$ cat config.mk
export PLATFORM = sky130hd
export DESIGN_NAME = mat_store_flat
export DESIGN_NICKNAME = d
export VERILOG_FILES = /design/src/rtl/mat_store_pkg.sv /design/src/rtl/mat_store_if.sv /design/src/rtl/mat_store_ram.sv /design/src/rtl/mat_store.sv /design/src/flat_wrapper.sv
export SDC_FILE = /design/constraint.sdc
export NUM_CORES = 1
export LEC_CHECK = 0
export BUFFER_PORTS_ARGS = -buffer_cell sky130_fd_sc_hd__buf_2
export CAP_MARGIN = 20
export CORE_MARGIN = 2
export CORE_UTILIZATION = 40
export DETAILED_ROUTE_END_ITERATION = 12
export SLEW_MARGIN = 20
export SYNTH_ARGS = -nofsm -noshare
export SYNTH_HDL_FRONTEND = slang
export SYNTH_SLANG_ARGS = --single-unit
$ cat constraint.sdc
create_clock -name clk -period 4.4 [get_ports clk]
set_clock_uncertainty 0.2 [all_clocks]
set_input_delay 0.66 -clock clk [delete_from_list [all_inputs] [get_ports clk]]
set_output_delay 0.66 -clock clk [all_outputs]
set_load 0.01 [all_outputs]
$ cat src/rtl/mat_store_pkg.sv
// Shared constants, FSM encodings and slot addressing for the dual-slot matrix store.
package mat_store_pkg;
    localparam int DIM_WIDTH  = 3;
    localparam int DATA_WIDTH = 8;
    localparam int MAX_DIM    = 5;
    localparam int SLOT_DEPTH = MAX_DIM * MAX_DIM;
    localparam int ADDR_W     = $clog2(2 * SLOT_DEPTH);

    typedef logic [DIM_WIDTH-1:0]  dim_t;
    typedef logic [DATA_WIDTH-1:0] elem_t;
    typedef logic [ADDR_W-1:0]     addr_t;

    typedef enum logic [1:0] {W_IDLE, W_FILL, W_COMMIT} wr_state_e;
    typedef enum logic [1:0] {R_IDLE, R_RESP, R_HOLD}   rd_state_e;

    typedef struct packed {
        logic valid;
        dim_t m;
        dim_t n;
    } slot_meta_t;

    // Fixed stride MAX_DIM per row, slots laid out back to back.
    function automatic addr_t elem_addr(input logic slot, input dim_t row, input dim_t col);
        return (slot ? addr_t'(SLOT_DEPTH) : addr_t'(0)) + addr_t'(row) * addr_t'(MAX_DIM) + addr_t'(col);
    endfunction

    function automatic logic dims_legal(input dim_t m, input dim_t n);
        return (m != '0) && (m <= dim_t'(MAX_DIM)) && (n != '0) && (n <= dim_t'(MAX_DIM));
    endfunction
endpackage

$ cat src/rtl/mat_store_if.sv
// Loader + engine bus of the matrix store, including the published slot metadata.
interface mat_store_if;
    import mat_store_pkg::*;

    logic  wr_start, wr_slot, wr_valid;
    dim_t  wr_m, wr_n;
    elem_t wr_elem;
    logic  wr_busy, wr_done, wr_err;

    logic  rd_en, rd_slot_idx;
    dim_t  rd_row_idx, rd_col_idx, rd_current_m, rd_current_n;
    elem_t rd_elem;
    logic  rd_elem_valid, rd_err;

    logic  slot0_valid, slot1_valid;
    dim_t  slot0_m, slot0_n, slot1_m, slot1_n;

    modport slave (
        input  wr_start, wr_slot, wr_m, wr_n, wr_valid, wr_elem,
        input  rd_en, rd_slot_idx, rd_row_idx, rd_col_idx, rd_current_m, rd_current_n,
        output wr_busy, wr_done, wr_err, rd_elem, rd_elem_valid, rd_err,
        output slot0_valid, slot0_m, slot0_n, slot1_valid, slot1_m, slot1_n
    );

    modport master (
        output wr_start, wr_slot, wr_m, wr_n, wr_valid, wr_elem,
        output rd_en, rd_slot_idx, rd_row_idx, rd_col_idx, rd_current_m, rd_current_n,
        input  wr_busy, wr_done, wr_err, rd_elem, rd_elem_valid, rd_err,
        input  slot0_valid, slot0_m, slot0_n, slot1_valid, slot1_m, slot1_n
    );
endinterface

$ cat src/rtl/mat_store_ram.sv
// Simple 1W/1R synchronous RAM; read data register holds while re_i is low.
module mat_store_ram #(
    parameter int DEPTH = 50,
    parameter int AW    = 6,
    parameter int DW    = 8
) (
    input  logic          clk,
    input  logic          we_i,
    input  logic [AW-1:0] waddr_i,
    input  logic [DW-1:0] wdata_i,
    input  logic          re_i,
    input  logic [AW-1:0] raddr_i,
    output logic [DW-1:0] rdata_o
);
    logic [DW-1:0] mem_q [DEPTH];
    logic [DW-1:0] rdata_q;

    always_ff @(posedge clk) begin
        if (we_i) mem_q[waddr_i] <= wdata_i;
        if (re_i) rdata_q <= mem_q[raddr_i];
    end

    assign rdata_o = rdata_q;
endmodule

$ cat src/rtl/mat_store.sv
// Dual-slot matrix store: streaming row-major loader and one-shot element read responder.
module mat_store
    import mat_store_pkg::*;
(
    input  logic     clk,
    input  logic     rst_n,
    mat_store_if.slave bus
);
    wr_state_e  wst_q;
    logic       wslot_q, busy_q, done_q, werr_q;
    dim_t       wm_q, wn_q, wr_r_q, wr_c_q;
    slot_meta_t meta_q [2];

    rd_state_e  rst_q;
    logic       rvalid_q, rerr_q, rzero_q;

    logic       ram_we, rd_take, rd_bad;
    elem_t      ram_rdata;
    slot_meta_t rmeta;

    assign ram_we  = (wst_q == W_FILL) && bus.wr_valid;
    assign rd_take = (rst_q == R_IDLE) && bus.rd_en;
    assign rmeta   = meta_q[bus.rd_slot_idx];
    assign rd_bad  = !rmeta.valid
                   || (bus.rd_row_idx >= rmeta.m) || (bus.rd_col_idx >= rmeta.n)
                   || (bus.rd_current_m != rmeta.m) || (bus.rd_current_n != rmeta.n);

    mat_store_ram #(.DEPTH(2*SLOT_DEPTH), .AW(ADDR_W), .DW(DATA_WIDTH)) u_ram (
        .clk     (clk),
        .we_i    (ram_we),
        .waddr_i (elem_addr(wslot_q, wr_r_q, wr_c_q)),
        .wdata_i (bus.wr_elem),
        .re_i    (rd_take),
        .raddr_i (elem_addr(bus.rd_slot_idx, bus.rd_row_idx, bus.rd_col_idx)),
        .rdata_o (ram_rdata)
    );

    always_ff @(posedge clk or negedge rst_n) begin
        if (!rst_n) begin
            wst_q   <= W_IDLE;
            wslot_q <= 1'b0;
            busy_q  <= 1'b0;
            done_q  <= 1'b0;
            werr_q  <= 1'b0;
            wm_q    <= '0;
            wn_q    <= '0;
            wr_r_q  <= '0;
            wr_c_q  <= '0;
            meta_q[0] <= '0;
            meta_q[1] <= '0;
        end else begin
            done_q <= 1'b0;
            werr_q <= 1'b0;
            case (wst_q)
                W_IDLE: if (bus.wr_start) begin
                    if (dims_legal(bus.wr_m, bus.wr_n)) begin
                        wslot_q <= bus.wr_slot;
                        wm_q    <= bus.wr_m;
                        wn_q    <= bus.wr_n;
                        wr_r_q  <= '0;
                        wr_c_q  <= '0;
                        busy_q  <= 1'b1;
                        meta_q[bus.wr_slot].valid <= 1'b0;
                        wst_q   <= W_FILL;
                    end else begin
                        werr_q <= 1'b1;
                    end
                end
                W_FILL: if (bus.wr_valid) begin
                    if (wr_c_q == wn_q - dim_t'(1)) begin
                        wr_c_q <= '0;
                        if (wr_r_q == wm_q - dim_t'(1)) wst_q <= W_COMMIT;
                        else                            wr_r_q <= wr_r_q + dim_t'(1);
                    end else begin
                        wr_c_q <= wr_c_q + dim_t'(1);
                    end
                end
                W_COMMIT: begin
                    meta_q[wslot_q] <= '{valid: 1'b1, m: wm_q, n: wn_q};
                    done_q <= 1'b1;
                    busy_q <= 1'b0;
                    wst_q  <= W_IDLE;
                end
                default: wst_q <= W_IDLE;
            endcase
        end
    end

    // rzero_q forces rd_elem to 0 after a bad read and out of reset; both it and
    // the RAM read register only update on an accepted request, so rd_elem holds.
    always_ff @(posedge clk or negedge rst_n) begin
        if (!rst_n) begin
            rst_q    <= R_IDLE;
            rvalid_q <= 1'b0;
            rerr_q   <= 1'b0;
            rzero_q  <= 1'b1;
        end else begin
            rvalid_q <= 1'b0;
            rerr_q   <= 1'b0;
            case (rst_q)
                R_IDLE: if (bus.rd_en) begin
                    rvalid_q <= 1'b1;
                    rerr_q   <= rd_bad;
                    rzero_q  <= rd_bad;
                    rst_q    <= R_RESP;
                end
                R_RESP:  rst_q <= R_HOLD;
                R_HOLD:  if (!bus.rd_en) rst_q <= R_IDLE;
                default: rst_q <= R_IDLE;
            endcase
        end
    end

    assign bus.wr_busy       = busy_q;
    assign bus.wr_done       = done_q;
    assign bus.wr_err        = werr_q;
    assign bus.rd_elem       = rzero_q ? '0 : ram_rdata;
    assign bus.rd_elem_valid = rvalid_q;
    assign bus.rd_err        = rerr_q;
    assign bus.slot0_valid   = meta_q[0].valid;
    assign bus.slot0_m       = meta_q[0].m;
    assign bus.slot0_n       = meta_q[0].n;
    assign bus.slot1_valid   = meta_q[1].valid;
    assign bus.slot1_m       = meta_q[1].m;
    assign bus.slot1_n       = meta_q[1].n;
endmodule

$ cat src/flat_wrapper.sv
// flat-port wrapper written by rule: the top's interface ports become plain ports
module mat_store_flat import mat_store_pkg::*;
  (clk, rst_n, bus_wr_start, bus_wr_slot, bus_wr_m, bus_wr_n, bus_wr_valid, bus_wr_elem, bus_rd_en, bus_rd_slot_idx, bus_rd_row_idx, bus_rd_col_idx, bus_rd_current_m, bus_rd_current_n, bus_wr_busy, bus_wr_done, bus_wr_err, bus_rd_elem, bus_rd_elem_valid, bus_rd_err, bus_slot0_valid, bus_slot0_m, bus_slot0_n, bus_slot1_valid, bus_slot1_m, bus_slot1_n);
  mat_store_if bus_i ();
  input  logic clk;
  input  logic rst_n;
  input wire logic [$bits(bus_i.wr_start)-1:0] bus_wr_start;
  input wire logic [$bits(bus_i.wr_slot)-1:0] bus_wr_slot;
  input wire logic [$bits(bus_i.wr_m)-1:0] bus_wr_m;
  input wire logic [$bits(bus_i.wr_n)-1:0] bus_wr_n;
  input wire logic [$bits(bus_i.wr_valid)-1:0] bus_wr_valid;
  input wire logic [$bits(bus_i.wr_elem)-1:0] bus_wr_elem;
  input wire logic [$bits(bus_i.rd_en)-1:0] bus_rd_en;
  input wire logic [$bits(bus_i.rd_slot_idx)-1:0] bus_rd_slot_idx;
  input wire logic [$bits(bus_i.rd_row_idx)-1:0] bus_rd_row_idx;
  input wire logic [$bits(bus_i.rd_col_idx)-1:0] bus_rd_col_idx;
  input wire logic [$bits(bus_i.rd_current_m)-1:0] bus_rd_current_m;
  input wire logic [$bits(bus_i.rd_current_n)-1:0] bus_rd_current_n;
  output wire logic [$bits(bus_i.wr_busy)-1:0] bus_wr_busy;
  output wire logic [$bits(bus_i.wr_done)-1:0] bus_wr_done;
  output wire logic [$bits(bus_i.wr_err)-1:0] bus_wr_err;
  output wire logic [$bits(bus_i.rd_elem)-1:0] bus_rd_elem;
  output wire logic [$bits(bus_i.rd_elem_valid)-1:0] bus_rd_elem_valid;
  output wire logic [$bits(bus_i.rd_err)-1:0] bus_rd_err;
  output wire logic [$bits(bus_i.slot0_valid)-1:0] bus_slot0_valid;
  output wire logic [$bits(bus_i.slot0_m)-1:0] bus_slot0_m;
  output wire logic [$bits(bus_i.slot0_n)-1:0] bus_slot0_n;
  output wire logic [$bits(bus_i.slot1_valid)-1:0] bus_slot1_valid;
  output wire logic [$bits(bus_i.slot1_m)-1:0] bus_slot1_m;
  output wire logic [$bits(bus_i.slot1_n)-1:0] bus_slot1_n;
  assign bus_i.wr_start = bus_wr_start;
  assign bus_i.wr_slot = bus_wr_slot;
  assign bus_i.wr_m = bus_wr_m;
  assign bus_i.wr_n = bus_wr_n;
  assign bus_i.wr_valid = bus_wr_valid;
  assign bus_i.wr_elem = bus_wr_elem;
  assign bus_i.rd_en = bus_rd_en;
  assign bus_i.rd_slot_idx = bus_rd_slot_idx;
  assign bus_i.rd_row_idx = bus_rd_row_idx;
  assign bus_i.rd_col_idx = bus_rd_col_idx;
  assign bus_i.rd_current_m = bus_rd_current_m;
  assign bus_i.rd_current_n = bus_rd_current_n;
  assign bus_wr_busy = bus_i.wr_busy;
  assign bus_wr_done = bus_i.wr_done;
  assign bus_wr_err = bus_i.wr_err;
  assign bus_rd_elem = bus_i.rd_elem;
  assign bus_rd_elem_valid = bus_i.rd_elem_valid;
  assign bus_rd_err = bus_i.rd_err;
  assign bus_slot0_valid = bus_i.slot0_valid;
  assign bus_slot0_m = bus_i.slot0_m;
  assign bus_slot0_n = bus_i.slot0_n;
  assign bus_slot1_valid = bus_i.slot1_valid;
  assign bus_slot1_m = bus_i.slot1_m;
  assign bus_slot1_n = bus_i.slot1_n;
  mat_store u_core (.clk(clk), .rst_n(rst_n), .bus(bus_i));
endmodule
Yosys cells after proc, flatten, opt, wreduce, memory -nomap -nowiden
Memories as Yosys holds them, arrays and structs flattened. A register that Yosys moved wholly into a read port is not among the register bits.
Cells that the tools add are included.
- bits in registers: 37
- latch bits: 0
- RAM bits: 400
- memory bits (read-only): 0
- input port bits: 33
- output and inout port bits: 27
- logic and storage cells: 129
- memories kept: 1
- memories (memory ; depth ; width ; rd ports ; clocked after memory_dff ; wr ports ; RTL line ; source):
    u_core.u_ram.mem_q ; 50 ; 8 ; 1 ; 1 ; 1 ; mat_store_ram.sv:15 ; logic [DW-1:0] mem_q [DEPTH];
- add/sub/neg operators: 8
- $mul: 2
- div/mod/pow operators: 0
- $lt $le $gt $ge: 9
- equal/unequal tests: 16
- shifts and indexed selects: 0
- mux-type cells: 46
- bitwise operators: 3
- reduce and logical (&&, ||, !) cells: 25
- operators with widths (cell ; count):
    7-bit two-way mux ; 5
    14-bit bitwise mux ; 2
    14-bit two-way mux ; 2
    14-bit one-hot mux with 2 select lines ; 1
    3-bit two-way mux ; 7
    7-bit demux with 1-bit select ; 2
    2-bit two-way mux ; 7
    2-bit != test (second input constant) ; 7
    6-bit by 3-bit adder with 6-bit output ; 2
    6-bit adder ; 2
    3-bit by 3-bit multiplier with 6-bit output (second input constant) ; 2
    1-bit two-way mux ; 12
    3-bit one-hot mux with 2 select lines ; 2
    5-bit two-way mux ; 2
    8-bit two-way mux ; 1
    1-bit logical AND ; 7
    3-bit by 1-bit adder with 3-bit output (second input constant) ; 2
    3-bit equality test ; 2
    2-bit >= comparator (second input constant) ; 3
    3-bit >= comparator ; 2
    3-bit less-or-equal comparator (second input constant) ; 2
    3-bit != test ; 2
    1-bit NOT with 2-bit output ; 3
    2-bit one-hot mux with 3 select lines ; 1
    other kinds (17) ; 29

Depth between registers and ports, before layout
Gate-level depths: netlist of run 1.
- depth after elaboration: 11
- depth in mapped cells: 13
- mapped depth without buffers: 10

Modules after synthesis
A second synthesis of run 1 with hierarchy kept.
- cells, all modules: 1139
- area total of the unflattened synthesis: 18672.9 µm²
- by module, submodules not included (module ; instances ; cells an instance ; area each (µm²) ; seq. area each (µm²)):
    mat_store_ram ; 1 ; 905 ; 16220.6 ; 12251.8
    mat_store ; 1 ; 234 ; 2452.4 ; 927.1

Worst setup path before layout of run 1
No wires, ideal clock.
- path type: in2reg
- start: input bus_rd_col_idx[0]
- end: register u_core.u_ram.rdata_q[0], in the netlist u_core.u_ram.rdata_o[0], read port of u_core.u_ram.mem_q, data pin
- library setup time: 0.256 ns
- data arrival time: 3.021 ns
- data required time: 3.944 ns
- setup slack: 0.923 ns
- stages: 10
- buffers on the path: 2
- cell sequence: fa_1 ha_1 fa_1 nor2b_1 buf_2 clkbuf_1 a221oi_1 a22oi_1 nand3_1 a22o_1
- word-level cells in the longest chain between the ends: 1
- ends and longest elaborated chain (what ; RTL line ; source):
    start: declaration ; flat_wrapper.sv:16 ; input wire logic [$bits(bus_i.rd_col_idx)-1:0] bus_rd_col_idx;
    6-bit by 3-bit adder with 6-bit output ; mat_store_pkg.sv:24 ; return (slot ? addr_t'(SLOT_DEPTH) : addr_t'(0)) + addr_t'(row) * addr_t'(MAX_DIM) + addr_t'(col);
    end: declaration ; mat_store_ram.sv:16 ; logic [DW-1:0] rdata_q;
No other way between the ends.
A chain may end at the register's enable or synchronous reset.

Final worst setup path of run 1
- start: register u_core.wr_c_q[0]
- end: memory u_core.u_ram.mem_q[11][5] (enable)
- word-level cells in the longest chain between the ends: 1
- ends and longest elaborated chain (what ; RTL line ; source):
    start: declaration ; mat_store.sv:11 ; dim_t wm_q, wn_q, wr_r_q, wr_c_q;
    start signal: assignment ; mat_store.sv:75 ; wr_c_q <= wr_c_q + dim_t'(1);
    6-bit by 3-bit adder with 6-bit output ; mat_store_pkg.sv:24 ;
    end: declaration ; mat_store_ram.sv:15 ;
No other way between the ends.

==> impl_metrics.json, run 1 <==
{
  "run_status": "finished clean",
  "path_cells": "fa_1 -> ha_1 -> fa_1 -> a21o_1 -> a21oi_1 -> xor2_1 -> nand3_1 -> nor2_1 -> buf_4",
  "drc": 0,
  "maxSlewViolCount": 0,
  "groute.usage.overall": 0.179,
  "most-common-layout-cells": "edfxtp_1 (408), mux2i_1 (76), mux4_2 (70)",
  "synth.avg_cell_area_sq_um": 18.3,
  "clock-root-buffer": "clkbuf_16",
  "syn-instance-count": 1011,
  "viasPerCell": 5.45,
  "postCtsSetupRepairBufs": 0,
  "grt_max_degree": 67,
  "initial_utilization": 0.406,
  "fp.coreArea_sq_mm": 0.0455,
  "port_buffers": 59,
  "die_x_um": 219,
  "startpoint_type": "flip-flop",
  "setup_viol": 0,
  "critPathTopFamily": "adder cells",
  "num_rows": 78,
  "wire_per_inst_um": 23.8,
  "critical_path.endpoint_type": "flip-flop",
  "post_cts_resized": 0,
  "clk_pin_slew_worst_paths_ns": 0.06,
  "synth-main-ff-cell": "edfxtp_1",
  "cts_tree": "yes",
  "die_area_sq_mm": 0.0479,
  "ys_async_sr_fraction": 0.0831,
  "clock_latency_ns": 0.55,
  "period_minus_slack_ns": 3.93,
  "antenna_left": 0,
  "cp.required_ns": 4.46,
  "pin_count": 60,
  "peakVddDrop_mv": 0.319,
  "layout.nets": 1213,
  "crit_buf_inv": 1,
  "finalWirelength_mm": 42.5,
  "die_y_um": 219,
  "hold_viol_final": 0,
  "h-tree-depth": 2,
  "ys_seq_area_frac": 0.713,
  "num_vias": 9718,
  "leakage_nw": 7.52,
  "critPathSlowestCell": "fa_1",
  "place_inst": 1700,
  "rsz0062_at_grt": "no",
  "synth_area_sq_mm": 0.0185,
  "arrival_ns": 3.99,
  "grt_pass1_wl_mm": 62.8,
  "maxCapViolations": 0,
  "drive_gt1_frac": 0.254,
  "first_pass_iters": 5,
  "post-route-period-util": 0.893,
  "cts.sinks": 445,
  "grt.overflow.total": 0,
  "worst_pin_slew_ns": 1.12,
  "cp_common_cell": "fa_1",
  "area_growth_pct": 15.3,
  "synth.distinct_cells": 60,
  "grt_pass1_vias": 9789,
  "drt_iter0_drc": 916,
  "slowest_delay_ns": 0.50,
  "layoutNonFillerInstCount": 1784,
  "clk_path_buf_depth": 3,
  "crit_fanout": 8,
  "max_slew_margin": 0.253,
  "criticalPathCategory": "flip-flop to flip-flop",
  "yosysWarnings": 0,
  "dp_hpwl_mm": 27.4,
  "fmax_ghz": 0.255,
  "routabilityCongestion": 0.867,
  "mostFrequentLayoutCell": "edfxtp_1",
  "synth_edf_count": 408,
  "synth_nets": 1076,
  "tns_ns": 0,
  "power.density_mw_per_mm2": 577,
  "ctsHoldBuffers": 0,
  "holdWs_ns": 0.0151,
  "cts_inserted_buffers": 45,
  "min_path_type": "primary input to async pin",
  "antenna_found_initial": 0,
  "synth_seq_cells": 445
}
[sequential cells by signal, indices dropped and copies added, names as in the netlist, 2 cells and up]
signal / cells
u_core.wm_q: 3
u_core.wst_q: 2
u_core.u_ram.mem_q: 400
u_core.u_ram.rdata_o: 8
u_core.wn_q: 3
u_core.wr_r_q: 3
u_core.bus.slot0_n: 3
u_core.bus.slot1_m: 3
u_core.rst_q: 2
u_core.wr_c_q: 3
u_core.bus.slot1_n: 3
u_core.bus.slot0_m: 3
[Yosys cell counts (all sizes together), types with 18 or more instances]
cell type,instances,area (sq um)
a221oi,23,226
mux4,72,1630
mux2,18,203
inv,23,86.3
mux2i,76,761
ha,26,325
nand2,39,146
edfxtp,408,12300
buf,33,285
nand3,20,100
dfrtp,36,901
nor2,62,233
o21ai,25,125
[where the power goes]
| part | leakage (nW) | internal [mW] | switching (mW) | total (mW) |
|---|---|---|---|---|
| Clock | 0.710 | 2.20 | 1.55 | 3.75 |
| Sequential | 4.15 | 5.13 | 0.210 | 5.35 |
| Combinational | 2.66 | 1.19 | 2.01 | 3.20 |
| Total | 7.52 | 8.53 | 3.77 | 12.3 |
[worst register-to-register path, stage by stage (launching register included)]
cell	delay, ns
dfrtp_1	0.45
fa_1	0.45
ha_1	0.24
fa_1	0.50
a21o_1	0.19
a21oi_1	0.26
xor2_1	0.29
nand3_1	0.34
nor2_1	0.49
buf_4	0.23
[final timing paths]
check	depth (start not counted)	end	start	slack (ns)
setup / recovery	9	u_core.u_ram.mem_q[11][5]	u_core.wr_c_q[0]	0.47
hold / removal	1	u_core.bus.rd_err	rst_n	0.02
setup reg to reg	9	u_core.u_ram.mem_q[11][5]	u_core.wr_c_q[0]	0.47
hold reg to reg	1	u_core.rst_q[1]	u_core.rst_q[1]	0.28
max in group asynchronous	1	u_core.wr_r_q[0]	rst_n	3.43
min in group clk	3	u_core.wm_q[2]	bus_wr_m[2]	0.14
[per-stage QoR]
step                power (mW)  utilization  setup WS [ns]  instance area [sq um]
floorplan                 7.43            -          0.923                  18500
global placement          8.58        0.436          0.183                  19800
detailed placement        8.64        0.436          0.162                  19800
CTS                       12.4        0.468          0.443                  21300
global route              12.8        0.469          0.206                  21300
finish                    12.3        0.469          0.471                  21300
[per-layer routing]
layer,vias to the layer above,track usage,wire length [um]
met5,-,0,0
met4,0,0.0414,703
met3,49,0.0280,2450
met2,295,0.286,20400
met1,5057,0.260,19000
li1,4317,-,-
[kinds of logic after synthesis]
family | share of synthesized area
DFF | 0.713
buffers and inverters | 0.0219
adders and majority gates | 0.0241
AOI/OAI and AO/OA | 0.0457
and+or+nand+nor | 0.0432
muxes | 0.140
xor gates and xnor gates | 0.0119
[area by class of cell]
class / count / area (sq um)
Clock buffer: 57 / 1220
Inverter: 23 / 86.3
Multi-Input combinational cell: 501 / 4930
Fill cell: 3864 / 24200
Timing Repair Buffer: 132 / 918
Clock inverter: 25 / 228
Sequential cell: 445 / 13200
Tap cell: 600 / 751
Antenna cell: 1 / 2.50
Power figures use the tool's default switching activity.
==> run 2, diff against run 1 <==
--- a/config.mk
+++ b/config.mk
@@ -5,11 +5,12 @@
 export SDC_FILE = /design/constraint.sdc
 export NUM_CORES = 1
 export LEC_CHECK = 0
-export BUFFER_PORTS_ARGS = -buffer_cell sky130_fd_sc_hd__buf_2
 export CAP_MARGIN = 20
 export CORE_MARGIN = 2
-export CORE_UTILIZATION = 40
+export CORE_UTILIZATION = 60
 export DETAILED_ROUTE_END_ITERATION = 12
+export DONT_BUFFER_PORTS = 1
+export PLACE_DENSITY = 0.76
 export SLEW_MARGIN = 20
 export SYNTH_ARGS = -nofsm -noshare
 export SYNTH_HDL_FRONTEND = slang
==> impl_metrics.json, run 2 (synthesis gave the netlist of run 1 again) <==
{
  "run_status": "finished clean",
  "worst_pin_slew_ns": 0.757,
  "cts_inserted_buffers": 43,
  "pin_count": 60,
  "clk_pin_slew_worst_paths_ns": 0.06,
  "drive_gt1_frac": 0.210,
  "post_cts_resized": 0,
  "tns_ns": 0,
  "cp_num_cells": 9,
  "fmax_ghz": 0.264,
  "grt.overflow.total": 0,
  "clock_latency_ns": 0.54,
  "holdWs_ns": 0.0187,
  "largest_register_ffs": 400,
  "mostFrequentLayoutCell": "edfxtp_1",
  "grt_max_degree": 51,
  "cts.sinks": 445,
  "h-tree-depth": 2,
  "num_rows": 64,
  "placedInstanceArea_sq_mm": 0.0193,
  "clock-root-buffer": "clkbuf_16",
  "criticalPathCategory": "flip-flop to flip-flop",
  "cp_common_cell": "fa_1",
  "die_y_um": 180,
  "power_mw": 11.8,
  "antenna_found_initial": 0,
  "rsz0062_at_grt": "no",
  "clk_path_buf_depth": 3,
  "layoutNonFillerInstCount": 1529,
  "initial_utilization": 0.607,
  "antenna_left": 0,
  "drt_iter0_drc": 1069,
  "wire_per_inst_um": 27.1,
  "fp.coreArea_sq_mm": 0.0304,
  "peakVddDrop_mv": 0.512,
  "critPathTopFamily": "adder cells",
  "maxCapViolations": 0,
  "cts_tree": "yes",
  "arrival_ns": 3.85,
  "hold_depth": 0,
  "finalWirelength_mm": 41.4,
  "fin_area_sq_mm": 0.0208,
  "critPathSlowestCell": "fa_1",
  "top_register": "u_core.u_ram.mem_q",
  "path_cells": "fa_1 -> ha_1 -> fa_1 -> a21o_1 -> a21oi_1 -> xor2_1 -> nand3_1 -> nor2_1 -> buf_4",
  "max_slew_margin": 0.491,
  "timing.rr.end": "u_core.u_ram.mem_q[3][5]",
  "power.density_mw_per_mm2": 570,
  "first_pass_iters": 6,
  "die_area_sq_mm": 0.0322,
  "critPathLaunch": "u_core.wr_c_q[0]",
  "grt_pass1_wl_mm": 61.8,
  "hold_viol_final": 0,
  "period_minus_slack_ns": 3.79,
  "setup_viol": 0,
  "cp-endpoint": "u_core.u_ram.mem_q[3][5]",
  "fill_cells": 1913,
  "groute.usage.overall": 0.257,
  "area_growth_pct": 12.3,
  "postCtsSetupRepairBufs": 0,
  "routabilityCongestion": 0.896,
  "startpoint_type": "flip-flop",
  "cp.required_ns": 4.46,
  "rr_startpoint": "u_core.wr_c_q[0]",
  "most-common-layout-cells": "edfxtp_1 (408), mux2i_1 (76), mux4_2 (70)",
  "die_x_um": 180,
  "viasPerCell": 6.39,
  "reg2reg_depth": 9,
  "port_buffers": 0,
  "num_vias": 9768,
  "r2r_slack_ns": 0.61,
  "crit_fanout": 8,
  "leakage_nw": 7.23,
  "grt_pass1_vias": 10125,
  "diodes": 0,
  "place_inst": 1439,
  "slowest_delay_ns": 0.50,
  "min_path_type": "primary input to flip-flop",
  "layout.nets": 1164,
  "maxSlewViolCount": 0,
  "dp_hpwl_mm": 26.2,
  "critical_path.endpoint_type": "flip-flop",
  "ctsHoldBuffers": 5,
  "post-route-period-util": 0.862,
  "crit_buf_inv": 1,
  "drc": 0
}
[run 2: report_power, final]
part	switching (mW)	leakage (nW)	internal [mW]
clock	1.52	0.629	1.90
combinational	1.84	2.45	1.17
sequential	0.267	4.15	5.13
total	3.63	7.23	8.21
[run 2: metrics by stage]
step | setup WS, ns | utilization
floorplan | 0.923 | -
global placement | 0.535 | 0.635
detailed placement | 0.440 | 0.635
CTS | 0.614 | 0.680
global route | 0.365 | 0.682
finish | 0.609 | 0.682
[run 2: how the worst min path moves through the flow]
stage                   start                   endpoint  slack, ns
3_5_place_dp            rst_n             u_core.wm_q[1]       0.17
2_1_floorplan           rst_n   u_core.bus.rd_elem_valid       0.16
4_1_cts        bus_wr_elem[2]  u_core.u_ram.mem_q[21][2]      0.002
5_1_grt        bus_wr_elem[1]  u_core.u_ram.mem_q[30][1]     -0.003
6_report       bus_wr_elem[1]  u_core.u_ram.mem_q[30][1]       0.02
3_3_place_gp            rst_n             u_core.wm_q[1]       0.17
[run 2: metal layers]
metal,wire length (um),track usage,vias up
met4,1340,0.0911,0
li1,-,-,4216
met3,3850,0.0658,88
met2,19900,0.401,474
met1,16300,0.358,4990
met5,0,0,-
[run 2: cell type report]
cell class	count	area [sq um]	area share
repair buffers	85	763	0.0368
multi-input cells	501	4930	0.238
clock buffers	55	1140	0.0550
inverters	23	86.3	0.00416
flip-flops and latches	445	13200	0.635
well taps	396	495	0.0239
clock inverters	24	160	0.00772
[run 2: worst reg2reg max path: stages, from the launching register on]
cell and delay (ns):
dfrtp_1 0.45, fa_1 0.45, ha_1 0.25, fa_1 0.50, a21o_1 0.19, a21oi_1 0.24
xor2_1 0.31, nand3_1 0.31, nor2_1 0.36, buf_4 0.25
==> run 3, diff against run 2 <==
--- a/config.mk
+++ b/config.mk
@@ -6,11 +6,13 @@
 export NUM_CORES = 1
 export LEC_CHECK = 0
 export CAP_MARGIN = 20
+export CELL_PAD_IN_SITES_DETAIL_PLACEMENT = 2
+export CELL_PAD_IN_SITES_GLOBAL_PLACEMENT = 2
 export CORE_MARGIN = 2
-export CORE_UTILIZATION = 60
+export CORE_UTILIZATION = 49
 export DETAILED_ROUTE_END_ITERATION = 12
 export DONT_BUFFER_PORTS = 1
-export PLACE_DENSITY = 0.76
+export PLACE_DENSITY = 0.86
 export SLEW_MARGIN = 20
 export SYNTH_ARGS = -nofsm -noshare
 export SYNTH_HDL_FRONTEND = slang
==> impl_metrics.json, run 3 (synthesis gave the netlist of run 1 again) <==
{
  "run_status": "finished with violations",
  "violations": "negative setup slack",
  "h-tree-depth": 2,
  "dp_hpwl_mm": 38.0,
  "viasPerCell": 6.62,
  "groute.usage.overall": 0.336,
  "mostFrequentLayoutCell": "edfxtp_1",
  "finalWirelength_mm": 63.9,
  "postCtsSetupRepairBufs": 0,
  "place_inst": 1556,
  "die_x_um": 198,
  "post-route-period-util": 1.01,
  "drc": 0,
  "peakVddDrop_mv": 0.294,
  "most-common-layout-cells": "edfxtp_1 (408), mux2i_1 (76), buf_4 (71)",
  "grt_pass1_wl_mm": 91.1,
  "clock-root-buffer": "clkbuf_16",
  "crit_fanout": 8,
  "cts.sinks": 445,
  "maxSlewViolCount": 0,
  "period_minus_slack_ns": 4.43,
  "layout.nets": 1171,
  "startpoint_type": "flip-flop",
  "routabilityCongestion": 0.871,
  "layoutNonFillerInstCount": 1654,
  "critical_path.endpoint_type": "flip-flop",
  "antenna_found_initial": 2,
  "post-route-util": 0.568,
  "fp.coreArea_sq_mm": 0.0374,
  "top_register": "u_core.u_ram.mem_q",
  "power_mw": 13.1,
  "slowest_delay_ns": 0.58,
  "die_area_sq_mm": 0.0393,
  "cts_inserted_buffers": 46,
  "setup_slack_ns": -0.0305,
  "timing.rr.end": "u_core.u_ram.mem_q[12][6]",
  "rsz0062_at_grt": "yes",
  "r2r_slack_ns": -0.03,
  "worst_pin_slew_ns": 0.826,
  "diodes": 0,
  "antenna_left": 0,
  "rr_startpoint": "u_core.wr_r_q[0]",
  "grt_max_degree": 51,
  "cts_tree": "yes",
  "num_vias": 10957,
  "grt_pass1_vias": 11726,
  "reg2reg_depth": 11,
  "clk_pin_slew_worst_paths_ns": 0.06,
  "largest_register_ffs": 400,
  "critPathSlowestCell": "nand3_1",
  "grt.overflow.total": 0,
  "drt_iter0_drc": 1150,
  "leakage_nw": 7.40,
  "first_pass_iters": 6,
  "min_path_type": "primary input to flip-flop",
  "drive_gt1_frac": 0.220,
  "hold_viol_final": 0,
  "cp.required_ns": 4.49,
  "crit_buf_inv": 3,
  "clock_latency_ns": 0.61,
  "min_from": "bus_wr_m[1]",
  "setup_viol": 23,
  "clk_path_buf_depth": 3,
  "criticalPathCategory": "flip-flop to flip-flop",
  "die_y_um": 198,
  "fmax_ghz": 0.226,
  "maxCapViolations": 0,
  "pin_count": 60,
  "area_growth_pct": 14.8,
  "hold_end": "u_core.wm_q[1]",
  "arrival_ns": 4.52,
  "port_buffers": 0,
  "max_slew_margin": 0.445,
  "hold_depth": 2,
  "power.density_mw_per_mm2": 616,
  "num_rows": 71,
  "wire_per_inst_um": 38.6,
  "initial_utilization": 0.494,
  "path_cells": "ha_1 -> inv_1 -> fa_1 -> inv_1 -> ha_1 -> a21o_1 -> a21oi_1 -> xor2_1 -> nand3_1 -> nor2_1 -> buf_4",
  "critPathTopFamily": "adder cells"
}
[run 3: final cells by class]
type                            count  area [sq um]
Fill cell                        3098         16200
Sequential cell                   445         13200
Multi-Input combinational cell    501          4950
Clock buffer                       74          1380
Timing Repair Buffer               89           913
Tap cell                          511           639
Inverter                           23          86.3
Clock inverter                     11          72.6
[run 3: per-stage QoR]
step / setup WS, ns / setup TNS (ns) / hold WS, ns / area (sq um)
floorplan: 0.923 / 0 / 0.164 / 18500
global placement: 0.445 / 0 / 0.165 / 19500
detailed placement: 0.130 / 0 / 0.165 / 19500
CTS: -0.00936 / -0.0546 / 0.0368 / 21200
global route: -0.172 / -10.36 / 0.0541 / 21200
finish: -0.0305 / -0.387 / 0.0409 / 21200
[run 3: timing repair]
action / 4_1_cts / 5_1_grt
gates resized for setup: 0 / 4
hold buffers: 13 / 0
cloned: 0 / 0
hold endpoints to repair: 440 / 0
setup endpoints to repair: 8 / 162
[run 3: worst max path at each step]
stage	start	to	cells after the start
6_report	u_core.wr_r_q[0]	u_core.u_ram.mem_q[12][6]	11
3_3_place_gp	bus_rd_col_idx[0]	u_core.u_ram.rdata_o[6]	9
2_1_floorplan	bus_rd_col_idx[0]	u_core.u_ram.rdata_o[0]	10
5_1_grt	u_core.wr_r_q[0]	u_core.u_ram.mem_q[12][6]	11
4_1_cts	u_core.wr_r_q[0]	u_core.u_ram.mem_q[29][3]	9
3_5_place_dp	u_core.wr_r_q[0]	u_core.u_ram.mem_q[22][0]	10
[run 3: where the power goes]
part	total [mW]	switching, mW	internal (mW)
Sequential	5.50	0.360	5.14
Combinational	3.64	2.44	1.20
Clock	3.92	1.72	2.20
[run 3: layer usage]
metal | vias to the layer above | GRT usage | part of all wire
met4 | 0 | 0.170 | 0.054
met3 | 186 | 0.0565 | 0.076
met2 | 701 | 0.556 | 0.50
met1 | 5831 | 0.430 | 0.38
met5 | - | 0 | 0
li1 | 4239 | - | -
